File: src/rtl/irq_sequencer.sv
// irq_sequencer: machine external interrupt sequencer.
// Ports: i_CLK, i_RSTn, i_MEI, i_MIE, i_CLR_PEND, i_IRQ_ACK,
//   i_MRET -> o_IRQ, o_IRQ_ID, o_MCAUSE, o_TAKE,
//   o_IN_HANDLER, o_PENDING. Macro IRQ_SEQ_EDGE_EN: edge mode.
module irq_sequencer #(
  parameter int N_SRC       = 6,
  parameter int SYNC_STAGES = 2
) (
  input  logic             i_CLK,
  input  logic             i_RSTn,
  input  logic [N_SRC-1:0] i_MEI,
  input  logic [N_SRC-1:0] i_MIE,
  input  logic [N_SRC-1:0] i_CLR_PEND,
  input  logic             i_IRQ_ACK,
  input  logic             i_MRET,
  output logic             o_IRQ,
  output logic [2:0]       o_IRQ_ID,
  output logic [31:0]      o_MCAUSE,
  output logic             o_TAKE,
  output logic             o_IN_HANDLER,
  output logic [N_SRC-1:0] o_PENDING
);

  localparam logic [1:0] IDLE   = 2'd0;
  localparam logic [1:0] REQ    = 2'd1;
  localparam logic [1:0] ACTIVE = 2'd2;

  logic [1:0]       state;
  logic [N_SRC-1:0] sync_q [SYNC_STAGES];
  logic [N_SRC-1:0] sync;
  logic [N_SRC-1:0] pend;
  logic [N_SRC-1:0] elig;
  logic [N_SRC-1:0] id_mask;
  logic [2:0]       win;
  logic             take_now;

  always_ff @(posedge i_CLK or negedge i_RSTn) begin
    if (!i_RSTn) begin
      for (int s = 0; s < SYNC_STAGES; s++)
        sync_q[s] <= '0;
    end else begin
      sync_q[0] <= i_MEI;
      for (int s = 1; s < SYNC_STAGES; s++)
        sync_q[s] <= sync_q[s-1];
    end
  end

  assign sync     = sync_q[SYNC_STAGES-1];
  assign id_mask  = N_SRC'(1) << o_IRQ_ID;
  assign take_now = (state == REQ) && i_IRQ_ACK;
  assign elig     = pend & i_MIE;

`ifdef IRQ_SEQ_EDGE_EN
  logic [N_SRC-1:0] hist;
  logic [N_SRC-1:0] ack_clr;

  // Taking the trap consumes the edge of the winning source.
  assign ack_clr = {N_SRC{take_now}} & id_mask;

  always_ff @(posedge i_CLK or negedge i_RSTn) begin
    if (!i_RSTn) begin
      hist <= '0;
      pend <= '0;
    end else begin
      hist <= sync;
      // A new edge beats a clear in the same cycle.
      pend <= (sync & ~hist) |
              (pend & ~i_CLR_PEND & ~ack_clr);
    end
  end
`else
  always_ff @(posedge i_CLK or negedge i_RSTn) begin
    if (!i_RSTn)
      pend <= '0;
    else
      pend <= sync & ~i_CLR_PEND;
  end
`endif

  always_comb begin
    win = '0;
    for (int i = N_SRC-1; i >= 0; i--)
      if (elig[i]) win = 3'(i);
  end

  always_ff @(posedge i_CLK or negedge i_RSTn) begin
    if (!i_RSTn) begin
      state    <= IDLE;
      o_IRQ_ID <= '0;
      o_MCAUSE <= '0;
      o_TAKE   <= 1'b0;
    end else begin
      o_TAKE <= 1'b0;
      unique case (state)
        IDLE: begin
          if (|elig) begin
            o_IRQ_ID <= win;
            state    <= REQ;
          end
        end
        REQ: begin
          if (i_IRQ_ACK) begin
            state    <= ACTIVE;
            o_TAKE   <= 1'b1;
            o_MCAUSE <= {1'b1, 23'd0,
                         8'd16 + {5'd0, o_IRQ_ID}};
          end else if (~|(elig & id_mask)) begin
            state <= IDLE;
          end
        end
        ACTIVE: begin
          if (i_MRET) state <= IDLE;
        end
        default: state <= IDLE;
      endcase
    end
  end

  assign o_IRQ        = (state == REQ);
  assign o_IN_HANDLER = (state == ACTIVE);
  assign o_PENDING    = pend;

endmodule
File: config.mk
export PLATFORM = sky130hd
export DESIGN_NAME = irq_sequencer
export DESIGN_NICKNAME = d
export VERILOG_FILES = /design/src/rtl/irq_sequencer.sv
export SDC_FILE = /design/constraint.sdc
export NUM_CORES = 1
export LEC_CHECK = 0
export CAP_MARGIN = 20
export CORE_MARGIN = 4
export CORE_UTILIZATION = 30
export CTS_BUF_LIST = sky130_fd_sc_hd__clkbuf_4 sky130_fd_sc_hd__clkbuf_8
export DETAILED_ROUTE_END_ITERATION = 10
export GPL_TIMING_DRIVEN = 0
export PLACE_DENSITY = 0.71
export RECOVER_POWER = 25
export SYNTH_ARGS = -nofsm -noshare
export SYNTH_HDL_FRONTEND = slang
export SYNTH_SLANG_ARGS = --single-unit
File: constraint.sdc
create_clock -name i_CLK -period 1.2 [get_ports i_CLK]
set_clock_uncertainty 0.1 [all_clocks]
set_input_delay 0.18 -clock i_CLK [delete_from_list [all_inputs] [get_ports i_CLK]]
set_output_delay 0.18 -clock i_CLK [all_outputs]
set_load 0.02 [all_outputs]
==> impl_metrics.py <==
metrics = {
    "outcome": {
        "outcome": "complete, but fails checks",
        "violations": "setup timing",
    },
    "cells_and_area": {
        "n_antenna_cell": 0,
        "syn_to_final_growth_pct": 51.4,
        "drive_gt1_share_pct": 39.8,
        "final_cell_mix": "31 x buf_4, 27 x conb_1, 24 x dfrtp_1",
        "nets": 194,
        "final_area_um2": 1800,
        "final_util_pct": 48.1,
        "final_common_cell": "buf_4",
        "fill_cells": 368,
    },
    "drt": {
        "drtAntennaViolNets": 0,
        "vias": 863,
        "routed.top_layer": "met4",
        "wl_met1_um": 896,
        "dr.pass1.iters": 4,
        "wire_per_inst_um": 11.2,
        "dr_wl_met3_um": 399,
        "drt_iter0_drc": 35,
        "met2_length_um": 1140,
        "via_per_inst": 3.94,
        "routed_wl_um": 2440,
        "drc_errors": 0,
    },
    "clock_tree": {
        "cts_max_path_buffers": 2,
        "clkTransAtPathRegs_ns": 0.09,
        "cts_root_buffer": "clkbuf_8",
        "clk_latency_ns": 0.27,
        "ctsHtreeMaxLevel": 1,
        "cts_tree": "done",
        "hold_buffers": 0,
        "cts_made_buffers": 3,
        "cts.sinks": 28,
    },
    "worst_setup_path": {
        "critPathMaxStageDelay_ns": 0.42,
        "reg2reg_depth": 4,
        "startpoint_type": "register",
        "crit_family": "flip-flops",
        "endpoint_kind": "register",
        "path_cells": "nor2_1 > o21ai_2 > nand2_1 > mux2_2",
        "worstPathMaxFanout": 4,
        "critPathBufInv": 0,
        "rrSetupSlack_ns": -0.21,
        "timing.rr.start": "state[1]",
        "cp.required_ns": 1.26,
        "slowest_stage": "dfrtp_1",
        "critPathArrivalTime_ns": 1.47,
        "r2r_end": "o_IRQ_ID[0]",
        "critPathKind": "reg -> reg",
    },
    "flow_run": {
        "drv_cap": 0,
    },
    "synthesis": {
        "syn_inst": 100,
        "avgSynthCellArea_um2": 11.9,
        "synth_edf_count": 0,
        "yosysWarnings": 0,
        "synth_cell_type_count": 25,
        "ys_async_sr_fraction_pct": 100,
        "ys.flop_type": "dfrtp_1",
        "synth-seq-cells": 28,
        "yosysSeqAreaShare_pct": 58.9,
        "netlist_area_um2": 1190,
    },
    "grt": {
        "grt_max_degree": 17,
        "grt_overflow_total": 0,
        "antenna_found_initial": 0,
        "grt_usage_pct": 9.92,
        "grt_pass1_vias": 883,
        "grt_pass1_wl_um": 3950,
    },
    "floorplanning": {
        "core-area_um2": 3740,
        "io_pins": 66,
        "die_w_um": 71.0,
        "start_util_pct": 31.8,
        "rows": 22,
        "dieArea_um2": 5040,
        "die_h_um": 71.0,
    },
    "place": {
        "gp_congestion": 0.799,
        "port_buffers": 38,
        "hpwlAfterDp_um": 2080,
        "place_area_um2": 1760,
    },
    "timing": {
        "fin_ws_ns": -0.211,
        "rsz0062_at_grt": "true",
        "tightest_slew_ns": 0.632,
        "period_needed_ns": 1.41,
        "fin_crit_sh_pct": 118,
        "setup_viol": 8,
        "slew-limit-headroom_pct": 57.7,
        "max_freq_mhz": 709,
        "final_max_slew_viol_count": 0,
        "finalHoldViolCount": 0,
    },
    "power": {
        "peakVddDrop_uv": 949,
        "power.density_nw_per_um2": 1660,
        "power.leakage_nw": 0.924,
    },
    "worst_hold_path": {
        "hold_class": "in -> async",
    },
}
==> synthesized netlist by cell type, types with 2 or more instances <==
cell	number	share of area [%]
o21ai_0	2	0.84
nand3_1	2	0.84
nand2_1	9	2.8
inv_1	3	0.95
nand2b_1	2	1.1
mux2_2	3	2.8
buf_4	28	18
nor2b_1	6	3.2
a22o_1	2	1.5
dfrtp_1	28	59
==> registers in the layout, summed over array words and instances (netlist names) <==
signal	flops
o_PENDING	6
sync	6
sync_q	6
o_MCAUSE	4
o_IRQ_ID	3
state	2
o_TAKE	1
==> cell type report <==
class | instances | area (µm²) | share of cell area (%)
Sequential cell | 28 | 706 | 39.2
Multi-Input combinational cell | 66 | 392 | 21.7
Timing Repair Buffer | 42 | 353 | 19.6
Buffer | 27 | 203 | 11.2
Tap cell | 48 | 60.1 | 3.33
Clock buffer | 3 | 41.3 | 2.29
Clock inverter | 1 | 30.0 | 1.67
Inverter | 4 | 17.5 | 0.972
==> worst max path at each step <==
| stage | from | end | slack (ns) | depth (start not counted) |
|---|---|---|---|---|
| 5_1_grt | state[1] | o_IRQ_ID[0] | -0.26 | 4 |
| 3_3_place_gp | i_RSTn | o_IRQ_ID[2] | -0.59 | 1 |
| 4_1_cts | o_PENDING[5] | o_IRQ_ID[0] | -0.22 | 4 |
| 6_report | state[1] | o_IRQ_ID[0] | -0.21 | 4 |
| 2_1_floorplan | o_IRQ_ID[2] | state[0] | -0.21 | 4 |
| 3_5_place_dp | i_MIE[4] | o_IRQ_ID[0] | -0.52 | 5 |
==> worst register-to-register path, stage by stage (launching register included) <==
cell and delay (ns):
dfrtp_1 0.42, nor2_1 0.25, o21ai_2 0.10, nand2_1 0.10, mux2_2 0.34
==> per-layer routing <==
layer  vias to the layer above  GRT usage, %
met5                         -             0
met4                         0          1.88
met3                         2          6.53
met2                        60          17.1
met1                       384          10.2
li1                        417             -
==> cells by family after synthesis <==
logic type	share of synthesized area, %
and+or+nand+nor	9.36
DFF	58.9
muxes	4.73
buffers and inverters	18.9
other	0.315
AOI/OAI and AO/OA	7.78
==> per-stage QoR <==
step | setup slack (ns) | total power, mW | instances | hold slack, ns | setup TNS [ns]
floorplan | -0.211 | 1.84 | 126 | -0.216 | -0.507
global placement | -0.593 | 2.27 | 212 | 0.235 | -17.42
detailed placement | -0.522 | 2.31 | 213 | 0.239 | -4.27
CTS | -0.220 | 3.04 | 220 | 0.211 | -1.19
global route | -0.263 | 3.19 | 219 | 0.238 | -1.38
finish | -0.211 | 3.00 | 219 | 0.196 | -0.982
==> what timing repair did <==
item,in CTS,in global routing
resized for setup,73,10
pin swaps,2,3
buffers inserted,3,0
setup endpoints to repair,23,14
==> power by group <==
group	internal, mW	total, mW	switching (mW)
Clock	0.446	0.719	0.273
Combinational	0.494	1.07	0.579
Sequential	1.10	1.21	0.102
Power figures use the tool's default switching activity.
